## src/rtl/issue_sel_pkg.sv

```systemverilog
// Shared types and defaults for the per-class issue selector.
package issue_sel_pkg;

    localparam int NCOMMIT_DEF  = 32;
    localparam int LNCOMMIT_DEF = $clog2(NCOMMIT_DEF);
    localparam int NUNIT_DEF    = 2;
    localparam int OCC_DEF      = 1;

    typedef logic [LNCOMMIT_DEF-1:0] commit_idx_t;
    typedef logic [NCOMMIT_DEF-1:0]  commit_mask_t;

    typedef enum logic [2:0] {
        UC_ALU,
        UC_SHIFT,
        UC_MUL,
        UC_LOAD,
        UC_STORE,
        UC_FPU
    } unit_class_e;

endpackage

```

## src/rtl/issue_sel_if.sv

```systemverilog
// Bundle between commit-entry ready logic, one issue selector and its unit class.
interface issue_sel_if
    import issue_sel_pkg::*;
#(
    parameter int NCOMMIT = NCOMMIT_DEF,
    parameter int NUNIT   = NUNIT_DEF
);
    localparam int LNCOMMIT = $clog2(NCOMMIT);

    logic [LNCOMMIT-1:0]       start_commit;
    logic [NCOMMIT-1:0]        ready;
    logic [NCOMMIT-1:0]        alloc;
    logic [NCOMMIT-1:0]        kill;
    logic                      flush;
    logic [NUNIT-1:0]          unit_stall;
    logic [NUNIT-1:0]          issue_valid;
    logic [NUNIT*LNCOMMIT-1:0] issue_addr;
    logic [NUNIT-1:0]          unit_busy;

    modport master (
        output start_commit, ready, alloc, kill, flush, unit_stall,
        input  issue_valid, issue_addr, unit_busy
    );

    modport slave (
        input  start_commit, ready, alloc, kill, flush, unit_stall,
        output issue_valid, issue_addr, unit_busy
    );

endinterface

```

## src/rtl/issue_sel_rot.sv

```systemverilog
// Barrel rotate that aligns the eligibility mask so bit 0 is the oldest entry.
module issue_sel_rot
    import issue_sel_pkg::*;
#(
    parameter int N  = NCOMMIT_DEF,
    parameter int LN = $clog2(N)
) (
    input  logic [N-1:0]  in_mask,
    input  logic [LN-1:0] amt,
    output logic [N-1:0]  out_mask
);

    // LN-bit index arithmetic wraps at N because N is a power of two.
    always_comb begin
        out_mask = '0;
        for (int i = 0; i < N; i++) begin
            out_mask[i] = in_mask[amt + LN'(i)];
        end
    end

endmodule

```

## src/rtl/issue_sel.sv

```systemverilog
// Per-class issue selector: grants up to NUNIT oldest eligible commit entries each cycle
// to free units, tracking issued entries and non-pipelined unit occupancy.
module issue_sel
    import issue_sel_pkg::*;
#(
    parameter int NCOMMIT  = NCOMMIT_DEF,
    parameter int LNCOMMIT = $clog2(NCOMMIT),
    parameter int NUNIT    = NUNIT_DEF,
    parameter int OCC      = OCC_DEF
) (
    input logic       clk,
    input logic       reset,
    issue_sel_if.slave bus
);

    localparam int BW = $clog2(OCC + 1);

    logic [NCOMMIT-1:0]                issued_q;
    logic [NUNIT-1:0][BW-1:0]          busy_cnt;
    logic [NCOMMIT-1:0]                elig;
    logic [NCOMMIT-1:0]                rot_elig;
    logic [NUNIT-1:0][NCOMMIT-1:0]     stage_mask;
    logic [NUNIT-1:0]                  pick_found;
    logic [NUNIT-1:0][LNCOMMIT-1:0]    pick_pos;
    logic [NUNIT-1:0]                  unit_free;
    logic [NUNIT-1:0]                  grant;
    logic [NUNIT-1:0][LNCOMMIT-1:0]    grant_addr;
    logic [NCOMMIT-1:0]                grant_mask;

    function automatic logic [LNCOMMIT:0] find_first(input logic [NCOMMIT-1:0] m);
        logic [LNCOMMIT:0] r;
        r = '0;
        for (int i = NCOMMIT - 1; i >= 0; i--) begin
            if (m[i]) r = {1'b1, LNCOMMIT'(i)};
        end
        return r;
    endfunction

    assign elig = bus.flush ? '0 : (bus.ready & ~issued_q & ~bus.kill & ~bus.alloc);

    issue_sel_rot #(.N(NCOMMIT), .LN(LNCOMMIT)) u_rot (
        .in_mask  (elig),
        .amt      (bus.start_commit),
        .out_mask (rot_elig)
    );

    assign stage_mask[0] = rot_elig;

    // Each stage offers its oldest remaining candidate; only a grant consumes it,
    // so a busy or stalled unit passes its candidate on to the next unit.
    for (genvar k = 0; k < NUNIT; k++) begin : g_pick
        assign {pick_found[k], pick_pos[k]} = find_first(stage_mask[k]);
        assign unit_free[k]  = (busy_cnt[k] == '0) & ~bus.unit_stall[k] & ~bus.flush;
        assign grant[k]      = pick_found[k] & unit_free[k];
        assign grant_addr[k] = pick_pos[k] + bus.start_commit;
        assign bus.unit_busy[k] = (busy_cnt[k] != '0);
        if (k < NUNIT - 1) begin : g_next
            assign stage_mask[k+1] = grant[k]
                ? (stage_mask[k] & ~(NCOMMIT'(1) << pick_pos[k]))
                : stage_mask[k];
        end
    end

    always_comb begin
        grant_mask = '0;
        for (int k = 0; k < NUNIT; k++) begin
            if (grant[k]) grant_mask[grant_addr[k]] = 1'b1;
        end
    end

    // Kill/alloc entries are never eligible, so clearing them after the grant OR is safe.
    always_ff @(posedge clk) begin
        if (reset) begin
            issued_q        <= '0;
            busy_cnt        <= '0;
            bus.issue_valid <= '0;
            bus.issue_addr  <= '0;
        end else begin
            issued_q <= bus.flush ? '0 : ((issued_q | grant_mask) & ~(bus.alloc | bus.kill));
            for (int k = 0; k < NUNIT; k++) begin
                bus.issue_valid[k] <= grant[k];
                if (grant[k]) begin
                    bus.issue_addr[k*LNCOMMIT +: LNCOMMIT] <= grant_addr[k];
                    busy_cnt[k] <= BW'(OCC - 1);
                end else if (bus.flush) begin
                    busy_cnt[k] <= '0;
                end else if (busy_cnt[k] != '0) begin
                    busy_cnt[k] <= busy_cnt[k] - BW'(1);
                end
            end
        end
    end

endmodule

```

## src/flat_wrapper.sv

```systemverilog
// flat-port wrapper written by rule: the top's interface ports become plain ports
module issue_sel_flat import issue_sel_pkg::*;
#(
    parameter int NCOMMIT  = NCOMMIT_DEF,
    parameter int LNCOMMIT = $clog2(NCOMMIT),
    parameter int NUNIT    = NUNIT_DEF,
    parameter int OCC      = OCC_DEF
)
  (clk, reset, bus_start_commit, bus_ready, bus_alloc, bus_kill, bus_flush, bus_unit_stall, bus_issue_valid, bus_issue_addr, bus_unit_busy);
  issue_sel_if #(.NCOMMIT(NCOMMIT), .NUNIT(NUNIT)) bus_i ();
  input logic clk;
  input logic reset;
  input wire logic [$bits(bus_i.start_commit)-1:0] bus_start_commit;
  input wire logic [$bits(bus_i.ready)-1:0] bus_ready;
  input wire logic [$bits(bus_i.alloc)-1:0] bus_alloc;
  input wire logic [$bits(bus_i.kill)-1:0] bus_kill;
  input wire logic [$bits(bus_i.flush)-1:0] bus_flush;
  input wire logic [$bits(bus_i.unit_stall)-1:0] bus_unit_stall;
  output wire logic [$bits(bus_i.issue_valid)-1:0] bus_issue_valid;
  output wire logic [$bits(bus_i.issue_addr)-1:0] bus_issue_addr;
  output wire logic [$bits(bus_i.unit_busy)-1:0] bus_unit_busy;
  assign bus_i.start_commit = bus_start_commit;
  assign bus_i.ready = bus_ready;
  assign bus_i.alloc = bus_alloc;
  assign bus_i.kill = bus_kill;
  assign bus_i.flush = bus_flush;
  assign bus_i.unit_stall = bus_unit_stall;
  assign bus_issue_valid = bus_i.issue_valid;
  assign bus_issue_addr = bus_i.issue_addr;
  assign bus_unit_busy = bus_i.unit_busy;
  issue_sel #(.NCOMMIT(NCOMMIT), .LNCOMMIT(LNCOMMIT), .NUNIT(NUNIT), .OCC(OCC)) u_core (.clk(clk), .reset(reset), .bus(bus_i));
endmodule
```

## config.mk

```make
export PLATFORM = sky130hd
export DESIGN_NAME = issue_sel_flat
export DESIGN_NICKNAME = d
export VERILOG_FILES = /design/src/rtl/issue_sel_pkg.sv /design/src/rtl/issue_sel_if.sv /design/src/rtl/issue_sel_rot.sv /design/src/rtl/issue_sel.sv /design/src/flat_wrapper.sv
export SDC_FILE = /design/constraint.sdc
export NUM_CORES = 1
export LEC_CHECK = 0
export CORE_MARGIN = 2
export CORE_UTILIZATION = 45
export DETAILED_ROUTE_END_ITERATION = 16
export GPL_ROUTABILITY_DRIVEN = 0
export PLACE_DENSITY_LB_ADDON = 0.15
export SLEW_MARGIN = 5
export SYNTH_ARGS = -nofsm -noshare
export SYNTH_HDL_FRONTEND = slang
export SYNTH_HIERARCHICAL = 1
export SYNTH_SLANG_ARGS = --single-unit
```

## constraint.sdc

```tcl
create_clock -name clk -period 10.35 [get_ports clk]
set_input_delay 3.105 -clock clk [delete_from_list [all_inputs] [get_ports clk]]
set_output_delay 3.105 -clock clk [all_outputs]
set_load 0.01 [all_outputs]
```

After elaboration in Yosys (flattened, before gate mapping):

Index checks and enable logic that the tools add are counted.

* flip-flop bits (word level): 46
* output and inout port bits: 14
* word-level logic and storage cells: 243

* add/sub/neg operators: 35
* magnitude comparators: 36
* shift operators: 1
* multiplexer cells: 136
* bitwise gates (word level): 24
* reduce and logical (&&, ||, !) cells: 5

Operators with widths (count)
* $mux 6: 64
* $lt 5x6->1 const B: 34
* $and 32x32->32: 5
* $bmux 1 s5: 32
* $not 32->32: 5
* $mux 32: 4
* $or 32x32->32: 3
* $add 5x5->5 const B: 16
* $add 5x4->5 const B: 8
* $mux 1: 34
* $shl 1x5->32 const A: 1
* $add 5x3->5 const B: 4
* $add 5x2->5 const B: 2
* $add 5x5->5: 2
* $demux 1 s5: 2
* $ge 5x1->1 const B: 2
* $reduce_or 4->1: 2
* $and 1x1->1: 6
* $add 5x1->5 const B: 1
* $not 1->1: 5
* $logic_and 1x1->1: 2
* $reduce_or 2->1: 1
* $sub 1x1->1 const B: 2

Logic depth before layout (Yosys ltp):

* depth in word-level cells: 84
* depth in mapped cells: 34
* gate-level depth less buffers: 28

Cells and area by module:

The synthesis kept the hierarchy.

Modules (own cells, without submodules)
* issue_sel: instances 1, cells each 618, area an instance 4539.4 um2, seq. area each 920.9 um2
* issue_sel_rot: instances 1, cells each 377, area an instance 3166.8 um2, seq. area each 0.0 um2

Least setup slack after synthesis:

OpenSTA, ideal clock, no wires.

* path kind: input to register
* start point: input port bus_start_commit[1]
* end point: register u_core.issued_q[13]
* setup time: 0.123 ns
* arrival time: 9.436 ns
* data required time: 10.227 ns
* path slack: 0.790 ns
* stages: 29
* cell sequence: clkbuf_1 > inv_1 > ha_1 > buf_6 > buf_12 > mux4_2 > nand2_1 > nand2_2 > mux4_1 > or4_1 > buf_2 > nor4_4 > and3_1 > o21ai_2 > a2111oi_2 > a2bb2o_1 > a21boi_1 > or3b_1 > a311oi_1 > o41a_1 > fa_1 > nor2b_1 > o21ai_0 > nand2b_1 > xor2_1 > a21oi_1 > a21oi_4 > buf_6 > o22ai_1

RTL lines
* start: declaration: RTL line flat_wrapper.sv:13 `input wire logic [$bits(bus_i.start_commit)-1:0] bus_start_commit;`
* $add 5x4->5 *: RTL line issue_sel_rot.sv:17 `out_mask[i] = in_mask[amt + LN'(i)];`
* $bmux 1 s5 *: RTL line issue_sel_rot.sv:17
* $mux 1 (not written as such) *: RTL line issue_sel_rot.sv:17
* named net u_core.rot_elig[9]: RTL line issue_sel.sv:21 `logic [NCOMMIT-1:0] rot_elig;`
* $mux 6 (10 in series): RTL line issue_sel.sv:34 `if (m[i]) r = {1'b1, LNCOMMIT'(i)};`
* $shl 1x5->32: RTL line issue_sel.sv:59 `? (stage_mask[k] & ~(NCOMMIT'(1) << pick_pos[k]))`
* $not 32->32: RTL line issue_sel.sv:59
* $and 32x32->32: RTL line issue_sel.sv:59
* [... 34 more ...]
* $lt 5x6->1 (not written as such) or $ge 5x1->1 (tied branches): RTL line issue_sel.sv:67 `if (grant[k]) grant_mask[grant_addr[k]] = 1'b1;`
* $logic_and 1x1->1 (not written as such): RTL line issue_sel.sv:67
* $mux 1 (not written as such): RTL line issue_sel.sv:67
* $demux 1 s5
* $or 32x32->32 (no line)
* $mux 32 *: RTL line issue_sel.sv:67
* $or 32x32->32 *: RTL line issue_sel.sv:79 `issued_q <= bus.flush ? '0 : ((issued_q | grant_mask) & ~(bus.alloc | bus.kill));`
* $and 32x32->32 *: RTL line issue_sel.sv:79
* end signal: assignment: RTL line issue_sel.sv:79
* end: declaration: RTL line issue_sel.sv:18 `logic [NCOMMIT-1:0] issued_q;`

The timed path passes the listed nets; every way through them passes the cells marked *. The select of a mux whose other input is x is not followed.
A chain may end at the register's enable or synchronous reset.

Final worst setup path:

* start point: input port bus_flush
* end point: register u_core.issued_q[29]

RTL lines
* start: declaration: RTL line flat_wrapper.sv:17 `input wire logic [$bits(bus_i.flush)-1:0] bus_flush;`
* $mux 32 *: RTL line issue_sel.sv:39 `assign elig = bus.flush ? '0 : (bus.ready & ~issued_q & ~bus.kill & ~bus.alloc);`
* named net u_core.elig[16]: RTL line issue_sel.sv:20 `logic [NCOMMIT-1:0] elig;`
* $bmux 1 s5 *: RTL line issue_sel_rot.sv:17
* $mux 1 (not written as such) *: RTL line issue_sel_rot.sv:17
* named net u_core.rot_elig[15]: RTL line issue_sel.sv:21
* $mux 6 (16 in series): RTL line issue_sel.sv:34
* $shl 1x5->32: RTL line issue_sel.sv:59
* $not 32->32: RTL line issue_sel.sv:59
* [... 35 more ...]
* $lt 5x6->1 (not written as such) or $ge 5x1->1 (tied branches): RTL line issue_sel.sv:67
* $logic_and 1x1->1 (not written as such): RTL line issue_sel.sv:67
* $mux 1 (not written as such): RTL line issue_sel.sv:67
* $demux 1 s5
* $or 32x32->32 (no line)
* $mux 32 *: RTL line issue_sel.sv:67
* $or 32x32->32 *: RTL line issue_sel.sv:79
* $and 32x32->32 *: RTL line issue_sel.sv:79

Marked as above.

==> impl_metrics.toml <==
[cts]
numCtsBuffers = 5
clkTransAtPathRegs_ns = 0.06
root_buffer = "clkbuf_16"
cts_buffer_depth = 2
h-tree-depth = 2
clk_latency_ns = 0.30
cts_tree = "built"
cts.sinks = 46

[routing]
via_per_inst = 6.51
wl_met2_um = 13000
drc = 0
wl_met3_um = 2150
drt-pass1-iter-count = 8
vias = 8960
drt-total-wl_um = 28300
avgRoutedWirePerCell_um = 20.6
postRouteAntennaNets = 0
highest_layer = "met4"
wl_met1_um = 11900
first_iter_violations = 928

[sta]
period_share_pct = 96.4
timing.setup.tns_ns = 0
worst_slew_pin_slew_ns = 1.04
report.final.slew_viol_count = 0
slew_headroom_pct = 30.3
skew_ns = 0.00575
post-route-min-period_ns = 9.98
clock.fmax_mhz = 100
setup_viol = 0
hold_viol = 0

[floorplan]
die_x_um = 135
initial_core_util_pct = 46.3
die_y_um = 135
die-area_um2 = 18200
coreArea_um2 = 16600
io_pins = 120
row_count = 47

[final_layout]
drive_above_1_share_pct = 17.3
antennaDiodeCount = 0
fill_cells = 1577
finalNonFillerCells = 1377
final_cell_mix = "nand2_1, clkdlybuf4s50_1, nor2_1, buf_4, nor3_1"
syn_to_final_growth_pct = 26.9
layout.nets = 1284
final_common_cell = "nand2_1"

[critical_path]
worstPathBufferInverterCount = 5
endpoint_kind = "register"
cpMostUsedCell = "buf_4"
max_stage_delay_ns = 0.57
slowest_stage = "mux4_2"
crit_required_ns = 10.51
critPathLaunchType = "input pin"
path_class = "input pin to register"
cp.arrival_ns = 10.14
crit_fanout = 39
cp_top_family = "compound AO/OA/AOI/OAI gates"

[global_route]
grtUsageTotal_pct = 31.4
antenna_found_initial = 0
grt_pass1_wl_um = 45400
grt_max_degree = 41
grt_pass1_vias = 8272
grt_overflow = 0

[power]
switching_share_pct = 48.3
internal_power_w = 0.000631
peakVddDrop_uv = 87.7
comb_power_share_pct = 69.7
power.static_leakage_nw = 3.73
power_frac_clock_pct = 15.3
powerDensity_nw_per_um2 = 125
pwr-share-seq_pct = 15.0
p_sw_w = 0.000588

[synthesis]
synth-seq-cells = 46
synth_cells = 995
synth_edf_count = 0
syn_area_um2 = 7710
synth_async_sr_flop_share_pct = 0
seq_area_frac_synth_pct = 11.9
ys_types = 102
ys.flop_type = "dfxtp_1"
synth_warnings = 6
syn_area_per_cell_um2 = 7.74

[job]
maxCapViolCount = 0

[place]
place_inst = 1369
portBuffers = 119
dp_hpwl_um = 22800

[hold_path]
hp-class = "register to register"

[run_status]
outcome = "finished, final reports clean"
tightest hold or removal path: stages, from the launching register on:
cell     delay [ns]
dfxtp_1        0.31
nand2_1        0.05
a21oi_1        0.05
stage by stage:
step	setup WS (ns)	hold WS (ns)	utilization (%)	power (W)	cell area, µm²
5_1_grt	-0.00110	0.482	58.7	0.00128	9780
3_5_place_dp	0.160	0.449	57.3	0.00101	9530
2_1_floorplan	0.790	0.464	-	0.000675	7710
4_1_cts	0.384	0.457	58.3	0.00119	9700
3_3_place_gp	0.269	0.449	57.3	0.00101	9530
6_report	0.368	0.453	58.7	0.00122	9780
registers in the layout (all words and copies together) (netlist names):
signal and count:
u_core/bus.unit_busy 2, u_core/bus.issue_valid 2, u_core/issued_q 32, u_core/bus.issue_addr 10
worst paths after layout:
kind	endpoint	slack [ns]	startpoint	cells after the start
setup / recovery	u_core/issued_q[29]	0.37	bus_flush	27
setup reg to reg	u_core/issued_q[29]	3.64	u_core/issued_q[16]	25
hold / removal	u_core/bus.issue_addr[1]	0.45	u_core/bus.issue_addr[1]	2
hold reg to reg	u_core/bus.issue_addr[1]	0.45	u_core/bus.issue_addr[1]	2
power groups by stage:
stage | Sequential [W] | Clock, W | Combinational, W
after global routing | 0.000183 | 0.000195 | 0.000904
after global placement | 0.000187 | 0 | 0.000821
after floorplan | 0.000189 | 0 | 0.000487
after detailed placement | 0.000187 | 0 | 0.000818
after CTS | 0.000183 | 0.000188 | 0.000823
final | 0.000183 | 0.000187 | 0.000850
cell usage after synthesis, types with 9 or more instances:
cell type	n	area share (%)
nand2_1	140	6.8
nor2_1	102	5.0
nor3_1	62	4.0
dfxtp_1	46	12
mux2i_1	46	6.0
a21oi_1	34	2.2
nand3_1	34	2.2
o22ai_1	32	2.6
mux4_2	26	7.6
o21ai_0	26	1.7
xnor2_1	24	2.7
and3_1	23	1.9
clkbuf_1	22	1.1
ha_1	21	3.4
inv_1	21	1.0
a41oi_1	17	1.9
nand4_1	17	1.4
or2_2	17	1.4
xor2_1	17	1.9
a31oi_1	16	1.3
or3_1	15	1.2
o32ai_1	14	1.6
nor4b_1	13	1.5
a22o_1	12	1.4
nor4_1	10	0.81
buf_2	9	0.58
repair_timing:
action	4_1_cts	5_1_grt
setup endpoints to repair	0	33
hold buffers	0	0
gates resized for setup	0	12
setup buffers	0	0
layer usage:
layer | up-vias | global-route usage, %
li1 | 4155 | -
met1 | 4189 | 42.7
met2 | 531 | 50.6
met3 | 85 | 2.93
met4 | 0 | 14.3
met5 | - | 0
cell families (layout without fill, tap and decap cells):
logic type	count (synthesis)	after routing	synth area share [%]
adders and majority gates	22	22	3.67
and+or+nand+nor	484	484	32.0
xor gates and xnor gates	50	50	7.44
buffers and inverters	67	228	4.40
AOI/OAI and AO/OA	233	233	22.5
DFF	46	46	11.9
other	1	2	0.0487
muxes	92	92	18.1
layout make-up:
| type | count | area (µm²) | share of cell area (%) |
|---|---|---|---|
| multi-input combinational | 883 | 6520 | 66.7 |
| tap | 220 | 275 | 2.82 |
| timing repair buffer | 197 | 1800 | 18.4 |
| clock inverter | 3 | 45.0 | 0.461 |
| sequential | 46 | 921 | 9.42 |
| clock buffer | 5 | 125 | 1.28 |
| inverter | 23 | 86.3 | 0.883 |
Power figures use the tool's default switching activity.
